## config.mk

```make
export PLATFORM = sky130hd
export DESIGN_NAME = adder_sum_stage_flat
export DESIGN_NICKNAME = d
export VERILOG_FILES = /design/src/rtl/adder_sum_stage_if.sv /design/src/rtl/adder_sum_stage.sv /design/src/flat_wrapper.sv
export SDC_FILE = /design/constraint.sdc
export NUM_CORES = 1
export LEC_CHECK = 0
export CORE_MARGIN = 2
export CORE_UTILIZATION = 30
export DETAILED_ROUTE_END_ITERATION = 6
export DONT_BUFFER_PORTS = 1
export PLACE_DENSITY_LB_ADDON = 0.3
export SLEW_MARGIN = 10
export SYNTH_ARGS = -nofsm -noshare
export SYNTH_HDL_FRONTEND = slang
export SYNTH_SLANG_ARGS = --single-unit
```

## constraint.sdc

```tcl
create_clock -name clk -period 7.09 [get_ports clk]
set_input_delay 1.0635 -clock clk [delete_from_list [all_inputs] [get_ports clk]]
set_output_delay 1.0635 -clock clk [all_outputs]
set_load 0.05 [all_outputs]
```

## src/rtl/adder_sum_stage_if.sv

```systemverilog
// Handshake and data bundle between the prefix stage, the sum stage and its consumer.
`ifndef LEN_DATA
`define LEN_DATA 63
`endif

interface adder_sum_stage_if #(
    parameter int TAG_W = 4
);
    localparam int N = `LEN_DATA + 1;

    logic             in_valid;
    logic             in_ready;
    logic [N-1:0]     generate_in;
    logic [N-1:0]     propogate_in;
    logic [N-1:0]     half_sum;
    logic             carry_in;
    logic [1:0]       size;
    logic [TAG_W-1:0] tag_in;
    logic             out_valid;
    logic             out_ready;
    logic [N-1:0]     sum;
    logic             carry_out;
    logic             overflow;
    logic             zero;
    logic             negative;
    logic [TAG_W-1:0] tag_out;

    modport master (
        output in_valid, generate_in, propogate_in, half_sum, carry_in, size, tag_in, out_ready,
        input  in_ready, out_valid, sum, carry_out, overflow, zero, negative, tag_out
    );

    modport slave (
        input  in_valid, generate_in, propogate_in, half_sum, carry_in, size, tag_in, out_ready,
        output in_ready, out_valid, sum, carry_out, overflow, zero, negative, tag_out
    );
endinterface

```

## src/rtl/adder_sum_stage.sv

```systemverilog
// Final sum/flag stage of the prefix adder: combinational carry resolution at the input,
// followed by a 2-entry result FIFO that decouples upstream from downstream.
`ifndef LEN_DATA
`define LEN_DATA 63
`endif

module adder_sum_stage #(
    parameter int TAG_W = 4
) (
    input logic              clk,
    input logic              rst_n,
    adder_sum_stage_if.slave bus
);
    localparam int DATA_W = `LEN_DATA + 1;

    // Returns {carry_out, overflow, zero, negative, sum} for the selected operand width.
    function automatic logic [DATA_W+3:0] sum_flags(
        input logic [DATA_W-1:0] g,
        input logic [DATA_W-1:0] p,
        input logic [DATA_W-1:0] h,
        input logic              cin,
        input logic [1:0]        size
    );
        logic [DATA_W-1:0] c;
        logic [DATA_W-1:0] mask;
        logic [DATA_W-1:0] s;
        logic              co;
        int                m;
        m = (8 << size) - 1;
        c = '0;
        mask = '0;
        c[0] = cin;
        for (int i = 1; i < DATA_W; i++) c[i] = g[i-1] | (p[i-1] & cin);
        for (int i = 0; i < DATA_W; i++) mask[i] = (i <= m);
        s  = (h ^ c) & mask;
        co = g[m] | (p[m] & cin);
        return {co, co ^ c[m], s == '0, s[m], s};
    endfunction

    logic                    vld_p0;
    logic [DATA_W+3:0]       res_p0;
    logic [1:0]              count_q;
    logic                    wr_ptr_q;
    logic                    rd_ptr_q;
    logic                    pop;
    logic [DATA_W-1:0]       sum_mem  [2];
    logic [3:0]              flag_mem [2];
    logic [TAG_W-1:0]        tag_mem  [2];

    // Stage p0: carries, sum and flags resolved combinationally on the accepted input
    assign bus.in_ready = (count_q < 2'd2);
    assign vld_p0       = bus.in_valid & bus.in_ready;
    assign res_p0       = sum_flags(bus.generate_in, bus.propogate_in, bus.half_sum,
                                    bus.carry_in, bus.size);
    assign pop          = bus.out_valid & bus.out_ready;

    always_ff @(posedge clk or negedge rst_n) begin
        if (!rst_n) begin
            count_q  <= 2'd0;
            wr_ptr_q <= 1'b0;
            rd_ptr_q <= 1'b0;
        end else begin
            if (vld_p0) wr_ptr_q <= ~wr_ptr_q;
            if (pop)    rd_ptr_q <= ~rd_ptr_q;
            case ({vld_p0, pop})
                2'b10:   count_q <= count_q + 2'd1;
                2'b01:   count_q <= count_q - 2'd1;
                default: count_q <= count_q;
            endcase
        end
    end

    // Storage holds data only; validity is tracked entirely by count_q
    always_ff @(posedge clk) begin
        if (vld_p0) begin
            sum_mem[wr_ptr_q]  <= res_p0[DATA_W-1:0];
            flag_mem[wr_ptr_q] <= res_p0[DATA_W+3:DATA_W];
            tag_mem[wr_ptr_q]  <= bus.tag_in;
        end
    end

    // Stage p1: head of FIFO presented, forced to zero while empty
    assign bus.out_valid = (count_q != 2'd0);
    assign bus.sum       = bus.out_valid ? sum_mem[rd_ptr_q] : '0;
    assign bus.tag_out   = bus.out_valid ? tag_mem[rd_ptr_q] : '0;
    assign bus.carry_out = bus.out_valid & flag_mem[rd_ptr_q][3];
    assign bus.overflow  = bus.out_valid & flag_mem[rd_ptr_q][2];
    assign bus.zero      = bus.out_valid & flag_mem[rd_ptr_q][1];
    assign bus.negative  = bus.out_valid & flag_mem[rd_ptr_q][0];
endmodule
```

## src/flat_wrapper.sv

```systemverilog
// flat-port wrapper written by rule: the top's interface ports become plain ports
module adder_sum_stage_flat 
#(
    parameter int TAG_W = 4
)
  (clk, rst_n, bus_in_valid, bus_generate_in, bus_propogate_in, bus_half_sum, bus_carry_in, bus_size, bus_tag_in, bus_out_ready, bus_in_ready, bus_out_valid, bus_sum, bus_carry_out, bus_overflow, bus_zero, bus_negative, bus_tag_out);
  adder_sum_stage_if #(.TAG_W(TAG_W)) bus_i ();
  input logic clk;
  input logic rst_n;
  input wire logic [$bits(bus_i.in_valid)-1:0] bus_in_valid;
  input wire logic [$bits(bus_i.generate_in)-1:0] bus_generate_in;
  input wire logic [$bits(bus_i.propogate_in)-1:0] bus_propogate_in;
  input wire logic [$bits(bus_i.half_sum)-1:0] bus_half_sum;
  input wire logic [$bits(bus_i.carry_in)-1:0] bus_carry_in;
  input wire logic [$bits(bus_i.size)-1:0] bus_size;
  input wire logic [$bits(bus_i.tag_in)-1:0] bus_tag_in;
  input wire logic [$bits(bus_i.out_ready)-1:0] bus_out_ready;
  output wire logic [$bits(bus_i.in_ready)-1:0] bus_in_ready;
  output wire logic [$bits(bus_i.out_valid)-1:0] bus_out_valid;
  output wire logic [$bits(bus_i.sum)-1:0] bus_sum;
  output wire logic [$bits(bus_i.carry_out)-1:0] bus_carry_out;
  output wire logic [$bits(bus_i.overflow)-1:0] bus_overflow;
  output wire logic [$bits(bus_i.zero)-1:0] bus_zero;
  output wire logic [$bits(bus_i.negative)-1:0] bus_negative;
  output wire logic [$bits(bus_i.tag_out)-1:0] bus_tag_out;
  assign bus_i.in_valid = bus_in_valid;
  assign bus_i.generate_in = bus_generate_in;
  assign bus_i.propogate_in = bus_propogate_in;
  assign bus_i.half_sum = bus_half_sum;
  assign bus_i.carry_in = bus_carry_in;
  assign bus_i.size = bus_size;
  assign bus_i.tag_in = bus_tag_in;
  assign bus_i.out_ready = bus_out_ready;
  assign bus_in_ready = bus_i.in_ready;
  assign bus_out_valid = bus_i.out_valid;
  assign bus_sum = bus_i.sum;
  assign bus_carry_out = bus_i.carry_out;
  assign bus_overflow = bus_i.overflow;
  assign bus_zero = bus_i.zero;
  assign bus_negative = bus_i.negative;
  assign bus_tag_out = bus_i.tag_out;
  adder_sum_stage #(.TAG_W(TAG_W)) u_core (.clk(clk), .rst_n(rst_n), .bus(bus_i));
endmodule
```

==> results of run 1 <==
-- routing by layer --
| layer | GRT usage, % | vias to the layer above |
|---|---|---|
| li1 | - | 2183 |
| met1 | 19.2 | 2229 |
| met2 | 27.5 | 190 |
| met3 | 5.76 | 13 |
| met4 | 3.86 | 0 |
| met5 | 0 | - |
-- cells by family after synthesis --
| family | synth area share (%) |
|---|---|
| mux | 10.9 |
| compound gates | 7.78 |
| buf+inv | 2.49 |
| simple gates | 11.1 |
| xor+xnor | 8.38 |
| fa+ha+maj | 0.499 |
| flops | 58.8 |
-- power by group through the flow --
stage | clock (mW) | combinational (mW) | sequential [mW]
finish | 0.804 | 1.62 | 1.26
global placement | 0 | 1.63 | 1.28
global route | 0.864 | 1.71 | 1.28
floorplan | 0 | 1.48 | 1.22
detailed placement | 0 | 1.65 | 1.28
CTS | 0.824 | 1.65 | 1.27
-- through the flow --
step           total power [mW]  hold WS [ns]  instances  util [%]
2_1_floorplan              2.70         0.461        613         -
3_3_place_gp               2.91         0.538        908      32.0
3_5_place_dp               2.93         0.548        908      32.0
4_1_cts                    3.74         0.313        939      34.1
5_1_grt                    3.86         0.304        939      34.1
6_report                   3.69         0.336        939      34.1
-- layout by cell type, fill, tap and decap left out, drive strengths merged, types with 4 or more instances in the layout --
cell,synthesis,final
nand4,4,4
mux2i,73,73
a22oi,5,5
clkinv,0,5
and2,51,51
xnor2,58,58
or4,5,5
inv,9,12
mux2,4,4
clkbuf,22,18
nor3,5,5
edfxtp,144,144
o21ai,13,13
a21oi,67,67
nor2,89,89
dfrtp,4,4
clkinvlp,0,5
buf,11,4
o22ai,4,4
nand2,7,7
xor2,14,14
-- sequential cells by signal, indices dropped and copies added (netlist names) --
register and flops:
u_core.count_q 2, u_core.flag_mem 8, u_core.rd_ptr_q 1, u_core.sum_mem 128, u_core.tag_mem 8, u_core.wr_ptr_q 1
-- area by class of cell --
cell class | instances | area [um2] | area share [%]
tap | 324 | 405 | 4.86
sequential | 148 | 4430 | 53.1
multi-input combinational | 423 | 2930 | 35.1
clock buffer | 18 | 429 | 5.14
clock inverter | 13 | 85.1 | 1.02
timing repair buffer | 4 | 30.0 | 0.360
inverter | 9 | 33.8 | 0.405
-- worst register-to-register path, delay by kind of cell (launching register included) --
family / cells / cell delay [ns]
AND/OR/NAND/NOR: 3 / 1.18
flip-flops: 1 / 0.44
buffers and inverters: 1 / 0.47
XOR/XNOR: 1 / 0.08
adder cells (fa/ha/maj): 1 / 0.34
-- worst min path at each step --
stage / endpoint / cells after the start
CTS: u_core.rd_ptr_q$_DFFE_PN0P_ / 0
detailed placement: u_core.wr_ptr_q$_DFFE_PN0P_ / 1
global route: u_core.rd_ptr_q$_DFFE_PN0P_ / 0
floorplan: u_core.wr_ptr_q$_DFFE_PN0P_ / 1
global placement: u_core.wr_ptr_q$_DFFE_PN0P_ / 1
finish: u_core.rd_ptr_q$_DFFE_PN0P_ / 0
==> impl_metrics.tcl, run 1 <==
set metrics [dict create \
    status "completed" \
    cts_sinks 148 \
    start_kind "flip-flop" \
    intPower_mw 1.89 \
    rows 57 \
    grt_max_degree 73 \
    fin_tns_setup_ns 0 \
    wire_per_inst_um 22.8 \
    crit_path_start "u_core.rd_ptr_q$_DFFE_PN0P_" \
    io-pin-count 277 \
    irDropWorstVdd_v 0.000222 \
    dieWidth_um 162 \
    cts-root-buf "clkbuf_16" \
    min_path_type "in2async" \
    drt_iter0_markers 256 \
    antenna_found_initial 0 \
    combPwrFrac_pct 44.0 \
    layout-drive-gt1-share_pct 8.78 \
    cts_tree "yes" \
    drc 0 \
    yosysSeqAreaShare_pct 58.8 \
    setup.worst_path.class "reg2out" \
    dieArea_mm2 0.0264 \
    synth_warnings 0 \
    path_buf_inv 1 \
    core_mm2 0.0245 \
    synth.avg_cell_area_um2 12.3 \
    numPortBuffers 0 \
    place.gp.congestion 0.819 \
    antenna_cells 0 \
    syn_area_mm2 0.00752 \
    finalMaxSlewViolations 0 \
    grt_overflow 0 \
    synth_edf_count 144 \
    die_h_um 162 \
    critPathTopFamily "flip-flops" \
    ff2ff_path_depth 6 \
    clk_pin_slew_ns 0.06 \
    hold_violations 0 \
    end_kind "output pin" \
    cp_cell_sequence "buf_4 -> mux2i_1 -> nor2_1" \
    wl_met1_um 8670 \
    setup_violations 0 \
    ys_types 42 \
    area_growth_pct 10.9 \
    grt_pass1_wl_um 30300 \
    ctsResizeCount 0 \
    slew_headroom_pct 25.9 \
    cts_made_buffers 17 \
    clock.fmax_mhz 248 \
    grtUsageTotal_pct 16.0 \
    synth-seq-cells 148 \
    stdcell_area_mm2 0.00834 \
    sequentialPowerShare_pct 34.2 \
    power_frac_clock_pct 21.8 \
    vias_per_cell 4.91 \
    min_period_over_period_pct 56.9 \
    r2r_setup_slack_ns 4.45 \
    critPathCapture "bus_sum[18]" \
    cp_max_fo 40 \
    rsz0062_at_grt "no" \
    drv_cap 0 \
    synth_ff_type "edfxtp_1" \
    placed_area_mm2 0.00783 \
    min_period_ns 4.03 \
    ys_top_cells_by_count "edfxtp_1, nor2_1, mux2i_1" \
    synth.most_common_cell "edfxtp_1" \
    grt_pass1_vias 4827 \
    critPathMaxStageDelay_ns 0.80 \
    power_density_mw_per_mm2 442 \
    worst_slack_ns 3.06 \
    nNetsFinal 809 \
    tightestPinTransition_ns 1.11 \
    r2r_end "u_core.count_q[1]$_DFFE_PN0P_" \
    wl_met2_um 10700 \
    drtAntennaViolNets 0 \
    crit-reg2reg-launch "u_core.count_q[0]$_DFFE_PN0P_" \
    cp_num_cells 3 \
    post-dp-hpwl_um 15700 \
    syn_nets 819 \
    slowest_stage "dfrtp_4" \
    ys_async_sr_fraction_pct 2.70 \
    swShare_pct 48.6 \
    switching_power_mw 1.79 \
    cts_setup_buffers 0 \
    crit_required_ns 6.03 \
    route.met3.wl_um 1780 \
    insertion_delay_ns 0.41 \
    routed.top_layer "met4" \
    finClkSkew_ns 0.00678 \
    synth_top_area_share_pct 57.5 \
    pre_cts_slack_ns 3.01 \
    synth_area_leaders "edfxtp_1, mux2i_1, xnor2_1" \
    fillers 2414 \
    yosys.area.top_type "edfxtp_1" \
    clk_path_buf_depth 2 \
    hold_buffers 0 \
    syn_inst 613 \
    dr.pass1.iters 4 \
    cp.arrival_ns 2.97 \
    leakage_nw 2.92 \
    drt_wl_total_um 21400 \
    h-tree-depth 4 \
    start_util_pct 30.8 \
    vias 4615 \
]
Power figures use the tool's default switching activity.
==> run 2, diff against run 1 <==
==> constraint.sdc (replaced) <==
create_clock -name clk -period 3.7 [get_ports clk]
set_input_delay 0.555 -clock clk [delete_from_list [all_inputs] [get_ports clk]]
set_output_delay 0.555 -clock clk [all_outputs]
set_load 0.05 [all_outputs]
==> run 2 against run 1 <==
  * Critical path depth stayed put
  * Via count is 7.0% higher
  * Sequential power is 90% higher
  * First-iteration DRC count is 16% higher
  * Routed wire length is 3.8% higher
  * Register-to-register slack worse by 3.0 ns
  * Worst hold slack worse by 0.099 ns
  * Clock power is 120% higher
  * Final cell count is 5.2% higher
  * Clock-buffer cell count stayed put
  * Setup slack worse by 2.3 ns
  * Critical path type unchanged
  * Critical endpoint is now bus_sum[33]
  * Largest cell class unchanged
  * Largest power group unchanged
  * Highest routed layer is now met5
==> impl_metrics.tcl, run 2 (synthesized netlist as in run 1, its figures left out) <==
set metrics [dict create \
    status "completed" \
    setup_violations 0 \
    tightestPinTransition_ns 1.02 \
    core_mm2 0.0245 \
    critPathCapture "bus_sum[33]" \
    antenna_cells 0 \
    slew_headroom_pct 31.7 \
    power_frac_clock_pct 22.7 \
    area_growth_pct 17.3 \
    final_cell_mix "edfxtp_1, nor2_1, mux2i_1" \
    post-dp-hpwl_um 16700 \
    min_path_type "in2reg" \
    cts-root-buf "clkbuf_16" \
    die_h_um 162 \
    leakage_nw 3.23 \
    start_kind "flip-flop" \
    drtAntennaViolNets 0 \
    grt_pass1_vias 5162 \
    dieArea_mm2 0.0264 \
    setup.worst_path.class "reg2out" \
    route.met3.wl_um 1590 \
    rsz0062_at_grt "no" \
    irDropWorstVdd_v 0.000415 \
    drt_wl_total_um 22200 \
    intPower_mw 4.25 \
    r2r_end "u_core.sum_mem[1][44]$_DFFE_PP_" \
    wire_per_inst_um 22.5 \
    ff2ff_path_depth 3 \
    place.gp.congestion 0.824 \
    numPortBuffers 0 \
    drc 0 \
    layout-drive-gt1-share_pct 15.4 \
    dpl.cell_count 957 \
    routed.top_layer "met5" \
    top_register "u_core.sum_mem" \
    final_common_cell "edfxtp_1" \
    antenna_found_initial 1 \
    vias_per_cell 5.00 \
    pre_cts_slack_ns 0.573 \
    dr.pass1.iters 6 \
    drv_cap 0 \
    insertion_delay_ns 0.41 \
    wl_met1_um 8890 \
    top_regs "u_core.sum_mem x128, u_core.flag_mem x8, u_core.tag_mem x8" \
    clk_pin_slew_ns 0.06 \
    rows 57 \
    worst_slack_ns 0.729 \
    largest_register_ffs 128 \
    clock.fmax_mhz 337 \
    sequentialPowerShare_pct 30.9 \
    vias 4940 \
    dieWidth_um 162 \
    slowest_stage "dfrtp_4" \
    grt_overflow 0 \
    crit_required_ns 3.14 \
    r2r_setup_slack_ns 1.46 \
    wl_met2_um 11500 \
    min_period_over_period_pct 80.3 \
    cp.arrival_ns 2.42 \
    finClkSkew_ns 0.00771 \
    start_util_pct 30.8 \
    nNetsFinal 859 \
    crit-reg2reg-launch "u_core.count_q[1]$_DFFE_PN0P_" \
    cp_max_fo 27 \
    clk_path_buf_depth 2 \
    crit_path_start "u_core.rd_ptr_q$_DFFE_PN0P_" \
    grt_pass1_wl_um 31800 \
    power_density_mw_per_mm2 878 \
    cts_made_buffers 17 \
    grtUsageTotal_pct 16.6 \
    cts_tree "yes" \
    io-pin-count 277 \
    fin_tns_setup_ns 0 \
    finalNonFillerCells 988 \
    cts_sinks 148 \
    finalMaxSlewViolations 0 \
    h-tree-depth 4 \
    min_period_ns 2.97 \
    combPwrFrac_pct 46.4 \
    hold_violations 0 \
    drt_iter0_markers 297 \
    cp_cell_sequence "buf_4 -> mux2i_1 -> nor2_1" \
    critPathMaxStageDelay_ns 0.73 \
    end_kind "output pin" \
    fillers 2401 \
    swShare_pct 45.1 \
    grt_max_degree 73 \
    switching_power_mw 3.50 \
    final_util_pct 36.1 \
]
-- run 2: what timing repair did --
item / in CTS / in global routing
setup endpoints to repair: 0 / 0
resized for setup: 0 / 0
endpoints found under the hold margin: 4 / 0
setup buffers: 0 / 0
hold buffers: 1 / 0
-- run 2: worst min-delay path by stage --
| stage | slack, ns | start | cells after the start | end |
|---|---|---|---|---|
| final | 0.24 | bus_tag_in[1] | 0 | u_core.tag_mem[0][1]$_DFFE_PP_ |
| after global routing | 0.21 | bus_tag_in[3] | 0 | u_core.tag_mem[1][3]$_DFFE_PP_ |
| after CTS | 0.21 | bus_tag_in[3] | 0 | u_core.tag_mem[1][3]$_DFFE_PP_ |
| after detailed placement | 0.26 | rst_n | 0 | u_core.count_q[0]$_DFFE_PN0P_ |
| after global placement | 0.26 | rst_n | 0 | u_core.count_q[0]$_DFFE_PN0P_ |
| after floorplan | 0.26 | rst_n | 0 | u_core.count_q[0]$_DFFE_PN0P_ |
-- run 2: power groups by stage --
stage	Combinational [mW]	Clock (mW)	Sequential, mW
3_5_place_dp	3.65	0	2.43
2_1_floorplan	2.83	0	2.34
3_3_place_gp	3.63	0	2.42
4_1_cts	3.66	1.80	2.40
6_report	3.59	1.76	2.39
5_1_grt	3.80	1.86	2.43
-- run 2: critical path, delay by kind of cell (launching register included) --
family        cells  cell delay (ns)
flops             1             0.73
simple gates      1             0.70
buf+inv           1             0.41
mux               1             0.14
-- run 2: routing by layer --
metal	track usage, %	vias up
li1	-	2287
met1	20.0	2423
met2	29.3	212
met3	5.09	16
met4	3.70	2
met5	0	-
-- run 2: through the flow --
stage                     hold slack (ns)  cell area (um2)  total power [mW]
after CTS                           0.213             8820              7.86
after global routing                0.213             8820              8.09
final                               0.237             8820              7.75
after global placement              0.260             8220              6.05
after floorplan                     0.259             7530              5.17
after detailed placement            0.260             8220              6.09
-- run 2: final cells by class --
| cell class | count | area (um2) | area share (%) |
|---|---|---|---|
| inverters | 9 | 33.8 | 0.383 |
| clock inverters | 12 | 164 | 1.86 |
| well taps | 324 | 405 | 4.59 |
| clock buffers | 18 | 429 | 4.86 |
| flip-flops and latches | 148 | 4430 | 50.2 |
| repair buffers | 54 | 433 | 4.91 |
| multi-input cells | 423 | 2930 | 33.2 |
==> run 3, diff against run 2 <==
==> constraint.sdc (replaced) <==
create_clock -name clk -period 2.7 [get_ports clk]
set_input_delay 0.405 -clock clk [delete_from_list [all_inputs] [get_ports clk]]
set_output_delay 0.405 -clock clk [all_outputs]
set_load 0.05 [all_outputs]
==> run 3 against run 2 <==
  * Critical path depth grew 1
  * Sequential share of layout area shrank 1.4 points
  * Clock skew is essentially flat
  * Combinational power grew 50%
  * Routed wire length grew 0.38%
  * Largest power group unchanged
==> impl_metrics.tcl, run 3 (synthesized netlist as in run 1, its figures left out) <==
set metrics [dict create \
    rows 57 \
    whs_endpoint "u_core.tag_mem[0][3]$_DFFE_PP_" \
    largest_register_ffs 128 \
    numPortBuffers 0 \
    hold_buffers 1 \
    drc 0 \
    clock.fmax_mhz 413 \
    pre_cts_slack_ns 0.245 \
    rsz0062_at_grt "no" \
    final_cell_mix "edfxtp_1, nor2_1, buf_4" \
    leakage_nw 3.38 \
    final_util_pct 37.1 \
    grt_overflow 0 \
    antenna_cells 0 \
    fillers 2399 \
    dieWidth_um 162 \
    final_common_cell "edfxtp_1" \
    finalMaxSlewViolations 0 \
    antenna_found_initial 0 \
    setup_violations 0 \
    end_kind "output pin" \
    cts_sinks 148 \
    ff2ff_path_depth 6 \
    top_regs "u_core.sum_mem x128, u_core.flag_mem x8, u_core.tag_mem x8" \
    io-pin-count 277 \
    cts_tree "yes" \
    grt_max_degree 73 \
    post-dp-hpwl_um 16500 \
    grt_pass1_wl_um 31700 \
    place.gp.congestion 0.829 \
    power_density_mw_per_mm2 1200 \
    drt_iter0_markers 330 \
    crit-reg2reg-launch "u_core.count_q[0]$_DFFE_PN0P_" \
    cts-root-buf "clkbuf_16" \
    dieArea_mm2 0.0264 \
    die_h_um 162 \
    core_mm2 0.0245 \
    grt_pass1_vias 5197 \
    grtUsageTotal_pct 16.7 \
    cts_setup_buffers 0 \
    fin_tns_setup_ns 0 \
    wire_per_inst_um 21.8 \
    stdcell_area_mm2 0.00908 \
    min_path_type "in2reg" \
    hold_start "bus_tag_in[3]" \
    clk_pin_slew_ns 0.06 \
    start_util_pct 30.8 \
    cp_max_fo 29 \
    min_period_ns 2.42 \
    status "completed" \
    multi_input_area_mm2 0.00293 \
    r2r_setup_slack_ns 0.90 \
    ctsResizeCount 0 \
    r2r_end "u_core.count_q[1]$_DFFE_PN0P_" \
    vias 5001 \
    drtAntennaViolNets 0 \
    min_period_over_period_pct 89.7 \
    start_kind "flip-flop" \
    nNetsFinal 890 \
    cp.arrival_ns 2.02 \
    top_register "u_core.sum_mem" \
    clk_path_buf_depth 2 \
    tightestPinTransition_ns 0.539 \
    placed_area_mm2 0.00850 \
    dr.pass1.iters 5 \
    irDropWorstVdd_v 0.000568 \
    worst_slack_ns 0.279 \
    layout-drive-gt1-share_pct 19.5 \
    insertion_delay_ns 0.42 \
    regArea_mm2 0.00443 \
    hold_violations 0 \
    crit_required_ns 2.30 \
    cts_made_buffers 17 \
    finClkSkew_ns 0.00821 \
    h-tree-depth 4 \
    drv_cap 0 \
    slew_headroom_pct 63.8 \
    drt_wl_total_um 22300 \
    area_growth_pct 20.7 \
    whs_path_depth 0 \
    setup.worst_path.class "reg2out" \
    vias_per_cell 4.90 \
]
==> run 3: cell types whose count changed in the layout (fill, tap and decap cells not counted) <==
cell        change
clkinv_2        +1
clkinvlp_4      +2
clkinv_4        +1
inv_6           +1
bufinv_16       -2
buf_12          +4
buf_4          +27
clkinv_1        -1
==> run 3: cell type report <==
type | instances | share of cell area [%]
sequential | 148 | 48.8
clock inverter | 14 | 1.52
clock buffer | 18 | 4.73
multi-input combinational | 423 | 32.3
inverter | 9 | 0.372
tap | 324 | 4.46
timing repair buffer | 85 | 7.88
==> run 3: metal layers <==
layer | up-vias | GRT usage [%] | part of all wire [%]
met5 | - | 0 | 0
met4 | 0 | 5.59 | 2.2
met3 | 28 | 4.74 | 7.2
met2 | 210 | 29.2 | 51
met1 | 2414 | 19.8 | 40
li1 | 2349 | - | -
==> run 3: worst max path at each step <==
stage	startpoint	end	cells after the start
2_1_floorplan	bus_size[1]	u_core.flag_mem[0][2]$_DFFE_PP_	9
3_3_place_gp	bus_size[0]	u_core.flag_mem[0][1]$_DFFE_PP_	9
3_5_place_dp	bus_size[0]	u_core.flag_mem[0][1]$_DFFE_PP_	9
4_1_cts	u_core.rd_ptr_q$_DFFE_PN0P_	bus_sum[2]	4
5_1_grt	u_core.rd_ptr_q$_DFFE_PN0P_	bus_sum[2]	4
6_report	u_core.rd_ptr_q$_DFFE_PN0P_	bus_sum[2]	4
==> run 3: stage by stage <==
| step | cells | hold WS [ns] | power, mW |
|---|---|---|---|
| after detailed placement | 988 | 0.110 | 8.76 |
| after global routing | 1021 | 0.0552 | 11.4 |
| final | 1021 | 0.0813 | 10.9 |
| after CTS | 1021 | 0.0621 | 11.0 |
| after floorplan | 613 | 0.109 | 7.07 |
| after global placement | 988 | 0.110 | 8.70 |
==> run 3: worst max-delay path: stages (launching register included) <==
cell     delay [ns]
dfrtp_4        0.66
buf_12         0.30
mux2i_1        0.31
nor2_1         0.10
buf_4          0.21
==> run 3: power breakdown <==
| group | internal, mW | switching, mW | total, mW |
|---|---|---|---|
| clock network | 1.35 | 0.921 | 2.27 |
| logic | 1.60 | 3.79 | 5.39 |
| registers | 3.06 | 0.195 | 3.25 |
| total | 6.01 | 4.90 | 10.9 |
